--- config.mk ---
export PLATFORM = sky130hd
export DESIGN_NAME = ahb_rf_load_master_flat
export DESIGN_NICKNAME = d
export VERILOG_FILES = /design/src/rtl/ahb_rf_load_master_if.sv /design/src/rtl/ahb_rf_load_master.sv /design/src/flat_wrapper.sv
export SDC_FILE = /design/constraint.sdc
export NUM_CORES = 1
export LEC_CHECK = 0
export BUFFER_PORTS_ARGS = -buffer_cell sky130_fd_sc_hd__buf_2
export CAP_MARGIN = 25
export CORE_MARGIN = 5
export CORE_UTILIZATION = 54
export CTS_BUF_LIST = sky130_fd_sc_hd__clkbuf_2 sky130_fd_sc_hd__clkbuf_4 sky130_fd_sc_hd__clkbuf_8
export DETAILED_ROUTE_END_ITERATION = 16
export PLACE_DENSITY = 0.85
export SYNTH_ARGS = -nofsm -noshare
export SYNTH_HDL_FRONTEND = slang
export SYNTH_SLANG_ARGS = --single-unit
--- constraint.sdc ---
create_clock -name clk -period 4.94 [get_ports clk]
set_clock_uncertainty 0.15 [all_clocks]
set_input_delay 0.741 -clock clk [delete_from_list [all_inputs] [get_ports clk]]
set_output_delay 0.741 -clock clk [all_outputs]
set_load 0.01 [all_outputs]
--- src/rtl/ahb_rf_load_master_if.sv ---
// Load-request handshake, AHB-Lite read bus and register-file write triple for ahb_rf_load_master.
// Handshake: a request transfers on a rising clk when req_valid & req_ready; req_ready is high only while idle.
interface ahb_rf_load_master_if;
  logic        req_valid;
  logic        req_ready;
  logic [31:0] req_addr;
  logic [4:0]  req_rd;
  logic [2:0]  req_funct3;
  logic        busy;
  logic        err_pulse;
  logic [31:0] HADDR;
  logic [1:0]  HTRANS;
  logic        HWRITE;
  logic [2:0]  HSIZE;
  logic [2:0]  HBURST;
  logic [31:0] HRDATA;
  logic        HREADY;
  logic        HRESP;
  logic        AHB_en_rf;
  logic [4:0]  AHB_address_write_rf;
  logic [31:0] ReadData_AHB_rf;
  logic [2:0]  dbg_state;

  modport master (
    input  req_valid, req_addr, req_rd, req_funct3, HRDATA, HREADY, HRESP,
    output req_ready, busy, err_pulse, HADDR, HTRANS, HWRITE, HSIZE, HBURST,
           AHB_en_rf, AHB_address_write_rf, ReadData_AHB_rf, dbg_state
  );

  modport slave (
    output req_valid, req_addr, req_rd, req_funct3, HRDATA, HREADY, HRESP,
    input  req_ready, busy, err_pulse, HADDR, HTRANS, HWRITE, HSIZE, HBURST,
           AHB_en_rf, AHB_address_write_rf, ReadData_AHB_rf, dbg_state
  );
endinterface

--- src/rtl/ahb_rf_load_master.sv ---
// AHB-Lite single-read load unit: runs one RV32I load per request and writes the
// aligned, extended result into the register file through its AHB write port.
module ahb_rf_load_master #(
  parameter int TIMEOUT_CYCLES = 256
) (
  input  logic                 clk,
  input  logic                 rst_n,
  ahb_rf_load_master_if.master bus
);

  localparam int CW = $clog2(TIMEOUT_CYCLES + 1);

  typedef enum logic [2:0] {
    S_IDLE = 3'd0,
    S_ADDR = 3'd1,
    S_DATA = 3'd2,
    S_WB   = 3'd3,
    S_ERR  = 3'd4
  } state_t;

  state_t      state;
  logic [31:0] addr_q;
  logic [4:0]  rd_q;
  logic [2:0]  f3_q;
  logic [CW-1:0] tmo_cnt;
  logic [31:0] haddr_q;
  logic [1:0]  htrans_q;
  logic [2:0]  hsize_q;
  logic        err_q;
  logic        en_q;
  logic [4:0]  waddr_q;
  logic [31:0] wdata_q;

  logic        f3_legal;
  logic        misaligned;
  logic        tmo_hit;
  logic [7:0]  byte_lane;
  logic [15:0] half_lane;
  logic [31:0] lane_data;

  always_comb begin
    f3_legal = 1'b0;
    case (bus.req_funct3)
      3'b000, 3'b001, 3'b010, 3'b100, 3'b101: f3_legal = 1'b1;
      default:                                f3_legal = 1'b0;
    endcase
  end

  assign misaligned = ((bus.req_funct3[1:0] == 2'b01) && bus.req_addr[0]) ||
                      ((bus.req_funct3[1:0] == 2'b10) && (bus.req_addr[1:0] != 2'b00));

  // Hitting the last allowed stall cycle aborts on this edge, so the abort
  // lands exactly TIMEOUT_CYCLES HREADY-low cycles after the phase began.
  assign tmo_hit = (tmo_cnt == CW'(TIMEOUT_CYCLES - 1));

  always_comb begin
    byte_lane = bus.HRDATA[{addr_q[1:0], 3'b000} +: 8];
    half_lane = bus.HRDATA[{addr_q[1], 4'b0000} +: 16];
    case (f3_q)
      3'b000:  lane_data = {{24{byte_lane[7]}}, byte_lane};
      3'b100:  lane_data = {24'h0, byte_lane};
      3'b001:  lane_data = {{16{half_lane[15]}}, half_lane};
      3'b101:  lane_data = {16'h0, half_lane};
      default: lane_data = bus.HRDATA;
    endcase
  end

  always_ff @(posedge clk or negedge rst_n) begin
    if (!rst_n) begin
      state    <= S_IDLE;
      addr_q   <= '0;
      rd_q     <= '0;
      f3_q     <= '0;
      tmo_cnt  <= '0;
      haddr_q  <= '0;
      htrans_q <= 2'b00;
      hsize_q  <= '0;
      err_q    <= 1'b0;
      en_q     <= 1'b0;
      waddr_q  <= '0;
      wdata_q  <= '0;
    end else begin
      err_q <= 1'b0;
      en_q  <= 1'b0;
      case (state)
        S_IDLE: begin
          if (bus.req_valid) begin
            addr_q  <= bus.req_addr;
            rd_q    <= bus.req_rd;
            f3_q    <= bus.req_funct3;
            tmo_cnt <= '0;
            if (!f3_legal || misaligned) begin
              state <= S_ERR;
              err_q <= 1'b1;
            end else begin
              state    <= S_ADDR;
              htrans_q <= 2'b10;
              haddr_q  <= bus.req_addr;
              hsize_q  <= {1'b0, bus.req_funct3[1:0]};
            end
          end
        end
        S_ADDR: begin
          if (bus.HREADY) begin
            state    <= S_DATA;
            htrans_q <= 2'b00;
            tmo_cnt  <= '0;
          end else if (tmo_hit) begin
            state    <= S_ERR;
            err_q    <= 1'b1;
            htrans_q <= 2'b00;
            tmo_cnt  <= '0;
          end else begin
            tmo_cnt <= tmo_cnt + 1'b1;
          end
        end
        S_DATA: begin
          // An ERROR response is two cycles; only its HREADY-high cycle ends the phase.
          if (bus.HREADY) begin
            tmo_cnt <= '0;
            if (bus.HRESP) begin
              state <= S_ERR;
              err_q <= 1'b1;
            end else begin
              state   <= S_WB;
              en_q    <= (rd_q != 5'd0);
              waddr_q <= rd_q;
              wdata_q <= lane_data;
            end
          end else if (tmo_hit) begin
            state    <= S_ERR;
            err_q    <= 1'b1;
            htrans_q <= 2'b00;
            tmo_cnt  <= '0;
          end else begin
            tmo_cnt <= tmo_cnt + 1'b1;
          end
        end
        S_WB: begin
          state   <= S_IDLE;
          tmo_cnt <= '0;
        end
        S_ERR: begin
          state   <= S_IDLE;
          tmo_cnt <= '0;
        end
        default: state <= S_IDLE;
      endcase
    end
  end

  assign bus.req_ready            = (state == S_IDLE);
  assign bus.busy                 = (state != S_IDLE);
  assign bus.err_pulse            = err_q;
  assign bus.HADDR                = haddr_q;
  assign bus.HTRANS               = htrans_q;
  assign bus.HWRITE               = 1'b0;
  assign bus.HSIZE                = hsize_q;
  assign bus.HBURST               = 3'b000;
  assign bus.AHB_en_rf            = en_q;
  assign bus.AHB_address_write_rf = waddr_q;
  assign bus.ReadData_AHB_rf      = wdata_q;
  assign bus.dbg_state            = state;

endmodule

--- src/flat_wrapper.sv ---
// flat-port wrapper written by rule: the top's interface ports become plain ports
module ahb_rf_load_master_flat 
#(
  parameter int TIMEOUT_CYCLES = 256
)
  (clk, rst_n, bus_req_valid, bus_req_addr, bus_req_rd, bus_req_funct3, bus_HRDATA, bus_HREADY, bus_HRESP, bus_req_ready, bus_busy, bus_err_pulse, bus_HADDR, bus_HTRANS, bus_HWRITE, bus_HSIZE, bus_HBURST, bus_AHB_en_rf, bus_AHB_address_write_rf, bus_ReadData_AHB_rf, bus_dbg_state);
  ahb_rf_load_master_if bus_i ();
  input  logic clk;
  input  logic rst_n;
  input wire logic [$bits(bus_i.req_valid)-1:0] bus_req_valid;
  input wire logic [$bits(bus_i.req_addr)-1:0] bus_req_addr;
  input wire logic [$bits(bus_i.req_rd)-1:0] bus_req_rd;
  input wire logic [$bits(bus_i.req_funct3)-1:0] bus_req_funct3;
  input wire logic [$bits(bus_i.HRDATA)-1:0] bus_HRDATA;
  input wire logic [$bits(bus_i.HREADY)-1:0] bus_HREADY;
  input wire logic [$bits(bus_i.HRESP)-1:0] bus_HRESP;
  output wire logic [$bits(bus_i.req_ready)-1:0] bus_req_ready;
  output wire logic [$bits(bus_i.busy)-1:0] bus_busy;
  output wire logic [$bits(bus_i.err_pulse)-1:0] bus_err_pulse;
  output wire logic [$bits(bus_i.HADDR)-1:0] bus_HADDR;
  output wire logic [$bits(bus_i.HTRANS)-1:0] bus_HTRANS;
  output wire logic [$bits(bus_i.HWRITE)-1:0] bus_HWRITE;
  output wire logic [$bits(bus_i.HSIZE)-1:0] bus_HSIZE;
  output wire logic [$bits(bus_i.HBURST)-1:0] bus_HBURST;
  output wire logic [$bits(bus_i.AHB_en_rf)-1:0] bus_AHB_en_rf;
  output wire logic [$bits(bus_i.AHB_address_write_rf)-1:0] bus_AHB_address_write_rf;
  output wire logic [$bits(bus_i.ReadData_AHB_rf)-1:0] bus_ReadData_AHB_rf;
  output wire logic [$bits(bus_i.dbg_state)-1:0] bus_dbg_state;
  assign bus_i.req_valid = bus_req_valid;
  assign bus_i.req_addr = bus_req_addr;
  assign bus_i.req_rd = bus_req_rd;
  assign bus_i.req_funct3 = bus_req_funct3;
  assign bus_i.HRDATA = bus_HRDATA;
  assign bus_i.HREADY = bus_HREADY;
  assign bus_i.HRESP = bus_HRESP;
  assign bus_req_ready = bus_i.req_ready;
  assign bus_busy = bus_i.busy;
  assign bus_err_pulse = bus_i.err_pulse;
  assign bus_HADDR = bus_i.HADDR;
  assign bus_HTRANS = bus_i.HTRANS;
  assign bus_HWRITE = bus_i.HWRITE;
  assign bus_HSIZE = bus_i.HSIZE;
  assign bus_HBURST = bus_i.HBURST;
  assign bus_AHB_en_rf = bus_i.AHB_en_rf;
  assign bus_AHB_address_write_rf = bus_i.AHB_address_write_rf;
  assign bus_ReadData_AHB_rf = bus_i.ReadData_AHB_rf;
  assign bus_dbg_state = bus_i.dbg_state;
  ahb_rf_load_master #(.TIMEOUT_CYCLES(TIMEOUT_CYCLES)) u_core (.clk(clk), .rst_n(rst_n), .bus(bus_i));
endmodule
**Yosys cells after proc, flatten, opt, wreduce, memory -nomap -nowiden**

Index checks and enable logic that the tools add are counted.

- Register bits after elaboration: 97
- Input bits: 77
- Logic and storage cells: 84
- Output and inout bits: 85

- Eq/ne operators: 17
- Shift-type cells: 2
- Add/subtract/negate cells: 1
- Bitwise logic cells: 2
- Reduce and logical (&&, ||, !) cells: 21
- Multiplexer cells: 29

Operators by type and width:

| operator | number |
|---|---|
| case mux 32 bit (4 select lines) | 1 |
| variable part select 32 x 6 -> 16 bit | 1 |
| variable part select 32 x 6 -> 8 bit | 1 |
| 2-to-1 mux 9 bit | 3 |
| case mux 9 bit (3 select lines) | 1 |
| 2-to-1 mux 3 bit | 6 |
| equality test 3 bit, second input constant | 5 |
| 2-to-1 mux 1 bit | 10 |
| 2-to-1 mux 2 bit | 5 |
| adder 9 x 1 -> 9 bit, second input constant | 1 |
| equality test 3 x 1 -> 1 bit, second input constant | 3 |
| equality test 3 x 2 -> 1 bit, second input constant | 3 |
| equality test 9 x 8 -> 1 bit, second input constant | 1 |
| logical NOT 3 bit | 3 |
| case mux 3 bit (3 select lines) | 1 |
| nonzero test 3 bit | 3 |
| != test 2 bit, second input constant | 3 |
| case mux 2 bit (3 select lines) | 1 |
| AND reduction 3 bit | 2 |
| nonzero test 5 bit | 1 |
| OR reduction 5 bit | 1 |
| AND reduction 2 bit | 2 |
| AND reduction 4 bit | 1 |
| OR reduction 2 bit | 2 |
| other kinds (8) | 11 |

**Depth between registers and ports, before layout**

- Depth in word-level cells: 8
- Gate-level depth with buffers: 7
- Gate-level depth less buffers: 5

**Least setup slack after synthesis**

No wires, ideal clock.

- Path type: input -> register
- Start: input port bus_HREADY
- End: register u_core.wdata_q[21], in the netlist u_core.bus.ReadData_AHB_rf[21]
- Data arrival time: 1.762 ns
- Path buffers: 2
- Setup slack: 2.907 ns
- Data required time: 4.669 ns
- Cell stages on the path: 6
- Setup time: 0.121 ns
- Path through: clkbuf_1 > nor2b_1 > nand2_1 > a21oi_2 > buf_6 > a21oi_1

- Longest elaborated chain between the ends: 1

Ends and longest elaborated chain:

| item | line | source |
|---|---|---|
| start: declaration | flat_wrapper.sv:15 | `input wire logic [$bits(bus_i.HREADY)-1:0] bus_HREADY;` |
| AND reduction 3 bit (no source line) | n/a |  |
| end signal: assignment | ahb_rf_load_master.sv:128 | `wdata_q <= lane_data;` |
| end: declaration | ahb_rf_load_master.sv:32 | `logic [31:0] wdata_q;` |

No other way between the ends.
A chain may end at the register's enable or synchronous reset.

**Worst setup path after layout**

- Start: register u_core.state[0], in the netlist u_core.bus.dbg_state[0]
- End: register u_core.haddr_q[5], in the netlist u_core.bus.HADDR[5]

- Longest elaborated chain between the ends: 2

Ends and longest elaborated chain:

| item | line | source |
|---|---|---|
| start: declaration | ahb_rf_load_master.sv:21 | `state_t state;` |
| start signal: assignment | ahb_rf_load_master.sv:70 | `state <= S_IDLE;` |
| start signal: assignment | ahb_rf_load_master.sv:93 | `state <= S_ERR;` |
| start signal: assignment | ahb_rf_load_master.sv:96 | `state <= S_ADDR;` |
| logical NOT 3 bit | ahb_rf_load_master.sv:85 | `case (state)` |
| AND reduction 3 bit (no source line) | n/a |  |
| end signal: assignment | ahb_rf_load_master.sv:98 | `haddr_q <= bus.req_addr;` |
| end: declaration | ahb_rf_load_master.sv:26 | `logic [31:0] haddr_q;` |

No other way between the ends.

==> run metrics <==
worst endpoint required time=5.03 ns; Synth Area in XOR/XNOR=0.1892%; RSZ-0062 raised after global routing=no; minimum clock period=2.595 ns; # setup viols final=0; reg2reg setup slack=2.34 ns; Post-synth EDFFs=0; Final Hold Vio Count=0; post_cts resized=0; Clock Path Buffers=2; worst reg2reg path depth=4; CP Capture Type=register; # fillers=643; worst endpoint data arrival time=2.69 ns; Finished Layout Cells=685; Fin Hold WS=0.2159 ns; Pins Over Slew Limit=0; Post-Route WL=11.43 mm; synthesis-stage register bit count=97; Post-CTS Hold Buffers=0; initial antenna violation count=0; Synth Area in Simple Gates=15.51%; PnR Total Power=3.581 mW; Final Util=68.33%; r2r endpoint=u_core.bus.HADDR[5]; Synth area leader=dfrtp_1; vias per inst=5.470; setup bufs post-CTS=0; die area=0.01052 sq mm; share of the synthesized area in the top cell type=52.43%; first-pass GRT wire length=18.55 mm; worst hold path class=in2async; H-tree Lvls=3; vias post-DR=3747; Least-Margin Pin Slew=0.8259 ns; root buffer cell=clkbuf_8; combinational family with the most area after synthesis=simple AND/OR/NAND/NOR gates; syn_area_per_cell=10.82 sq um; critical-path maximum fanout=25; mux share of post-synthesis cell area=12.76%; Tcrit/Tclk final=52.54%; # Max-Cap Violations=0; synthesized area=0.004629 sq mm; Place WS=2.142 ns; cell area after layout=0.005670 sq mm; port bufs=156; most common cell in the netlist=dfrtp_1; Synth area leaders=dfrtp_1 (52%), mux2_4 (8.8%), nand2_1 (6.8%); grt total ovfl=0; Synth Area in Compound Gates=13.84%; setup tns final=0 ns; Max transition margin=44.94%; top cells by count, synth=dfrtp_1 (97), nand2_1 (84), mux2_4 (27); Pre-antenna DRT Iters=7; WS Path Type=reg2reg; vias in the first global route=3861; Initial Util=55.78%; residual DRC count=0; Placed Area=0.005391 sq mm; CTS tree=built; placed cells=668; diode count=0; clk sinks=97; Leak=2.886 nW; clk slew on worst S/H paths=0.11 ns; share of flip-flops with an asynchronous set or reset=100.0%; Yosys warnings=0; Post-Syn Instances=428; Worst-Skew Late Latency=0.35 ns; DR iter-0 viols=219; post-route antenna net violation count=0; maximum VDD drop=0.3603 mV; Crit Reg-Reg Startpoint=u_core.bus.dbg_state[0]; global-route usage over all layers=22.29%; die height=102.6 um; Critical Path Start Type=register; status=complete, no violations; post-synthesis sequential area ratio=52.43%; FMAX=385.3 MHz; Pwr Density=631.6 mW/mm^2; share of cells above drive strength 1=40.17%; Routed wire per std cell=16.69 um; prevailing post-synth register cell=dfrtp_1; placer congestion estimate=0.8332; # rows=33; Die Span X=102.6 um; Core Area=0.008299 sq mm; placed wire-length estimate=8.376 mm; nets@finish=653; Inserted Clock Buffers=9; Area Overhead vs Synth=22.49%; worst setup margin=2.345 ns; Unique masters post-synth=57; area share of fa/ha/maj cells after synthesis=0.2703%; largest net degree at the start of global routing=54; num ports=162
==> registers in the layout, summed over array words and instances (netlist names) <==
register and cells:
u_core.bus.HADDR 32, u_core.bus.ReadData_AHB_rf 32, u_core.tmo_cnt 9, u_core.bus.AHB_address_write_rf 5, u_core.rd_q 5, u_core.bus.dbg_state 3, u_core.f3_q 3, u_core.addr_q 2
u_core.bus.HSIZE 2, u_core.bus.HTRANS 2, u_core.bus.AHB_en_rf 1, u_core.bus.err_pulse 1
==> layout make-up <==
type	instances	area (sq um)	share of cell area, %
clock buffer	10	137.6	2.427
tap	105	131.4	2.317
multi-input combinational	298	1989	35.08
sequential	97	2427	42.81
clock inverter	6	113.9	2.008
inverter	8	30.03	0.5296
timing repair buffer	161	840.8	14.83
==> layer usage <==
| layer | vias to the layer above | wire, um | global-route usage (%) | share of wire, % |
|---|---|---|---|---|
| met5 | - | 0 | 0 | 0 |
| met1 | 1807 | 4691 | 29.59 | 41 |
| li1 | 1796 | - | - | - |
| met4 | 0 | 239 | 9.183 | 2.1 |
| met2 | 125 | 5761 | 37.04 | 50 |
| met3 | 19 | 737 | 2.909 | 6.4 |
==> power breakdown <==
group	leakage (nW)	total (mW)	internal (mW)	switching, mW
sequential	1.21	1.41	1.14	0.270
combinational	1.56	1.55	0.733	0.814
clock	0.119	0.626	0.352	0.274
==> how the worst max path moves through the flow <==
| stage | from | end | slack (ns) | cells after the start |
|---|---|---|---|---|
| final | u_core.bus.dbg_state[0] | u_core.bus.HADDR[5] | 2.34 | 4 |
| after global routing | u_core.bus.dbg_state[0] | u_core.bus.HADDR[5] | 2.18 | 4 |
| after CTS | u_core.bus.dbg_state[0] | u_core.bus.HADDR[5] | 2.34 | 4 |
| after detailed placement | bus_req_valid | u_core.bus.HADDR[5] | 2.14 | 5 |
| after global placement | bus_req_valid | u_core.bus.HADDR[9] | 2.23 | 5 |
| after floorplan | bus_HREADY | u_core.bus.ReadData_AHB_rf[21] | 2.91 | 6 |
==> kinds of logic after synthesis <==
group,after synthesis
DFF,97
buffers and inverters,37
adders and majority gates,1
AOI/OAI and AO/OA,99
other,1
and+or+nand+nor,148
xor gates and xnor gates,1
muxes,44
==> cell usage in the layout, fill, tap and decap left out, types with 3 or more instances in the layout <==
cell,synthesis,layout
o21ai_0,24,24
a31oi_1,5,5
buf_4,6,5
mux2_4,27,27
clkbuf_8,1,10
dfrtp_1,97,97
nand3_1,7,7
inv_1,8,8
or3_1,3,3
nand2b_1,4,4
conb_1,1,5
nor2_1,23,23
a21oi_1,22,22
or2_2,4,4
buf_2,3,155
a211oi_1,10,10
o22ai_1,3,3
mux2_2,12,12
nor2b_1,3,3
a222oi_1,6,6
o21ai_1,10,10
mux2i_1,5,5
bufinv_16,0,3
nand2_1,84,84
nor3_1,4,4
==> worst max-delay path, cell delays in order (launching register included) <==
cell and delay, ns:
dfrtp_1 0.53, nor4b_4 0.77, o21ai_4 0.31, buf_4 0.36
mux2_4 0.35
Power figures use the tool's default switching activity.
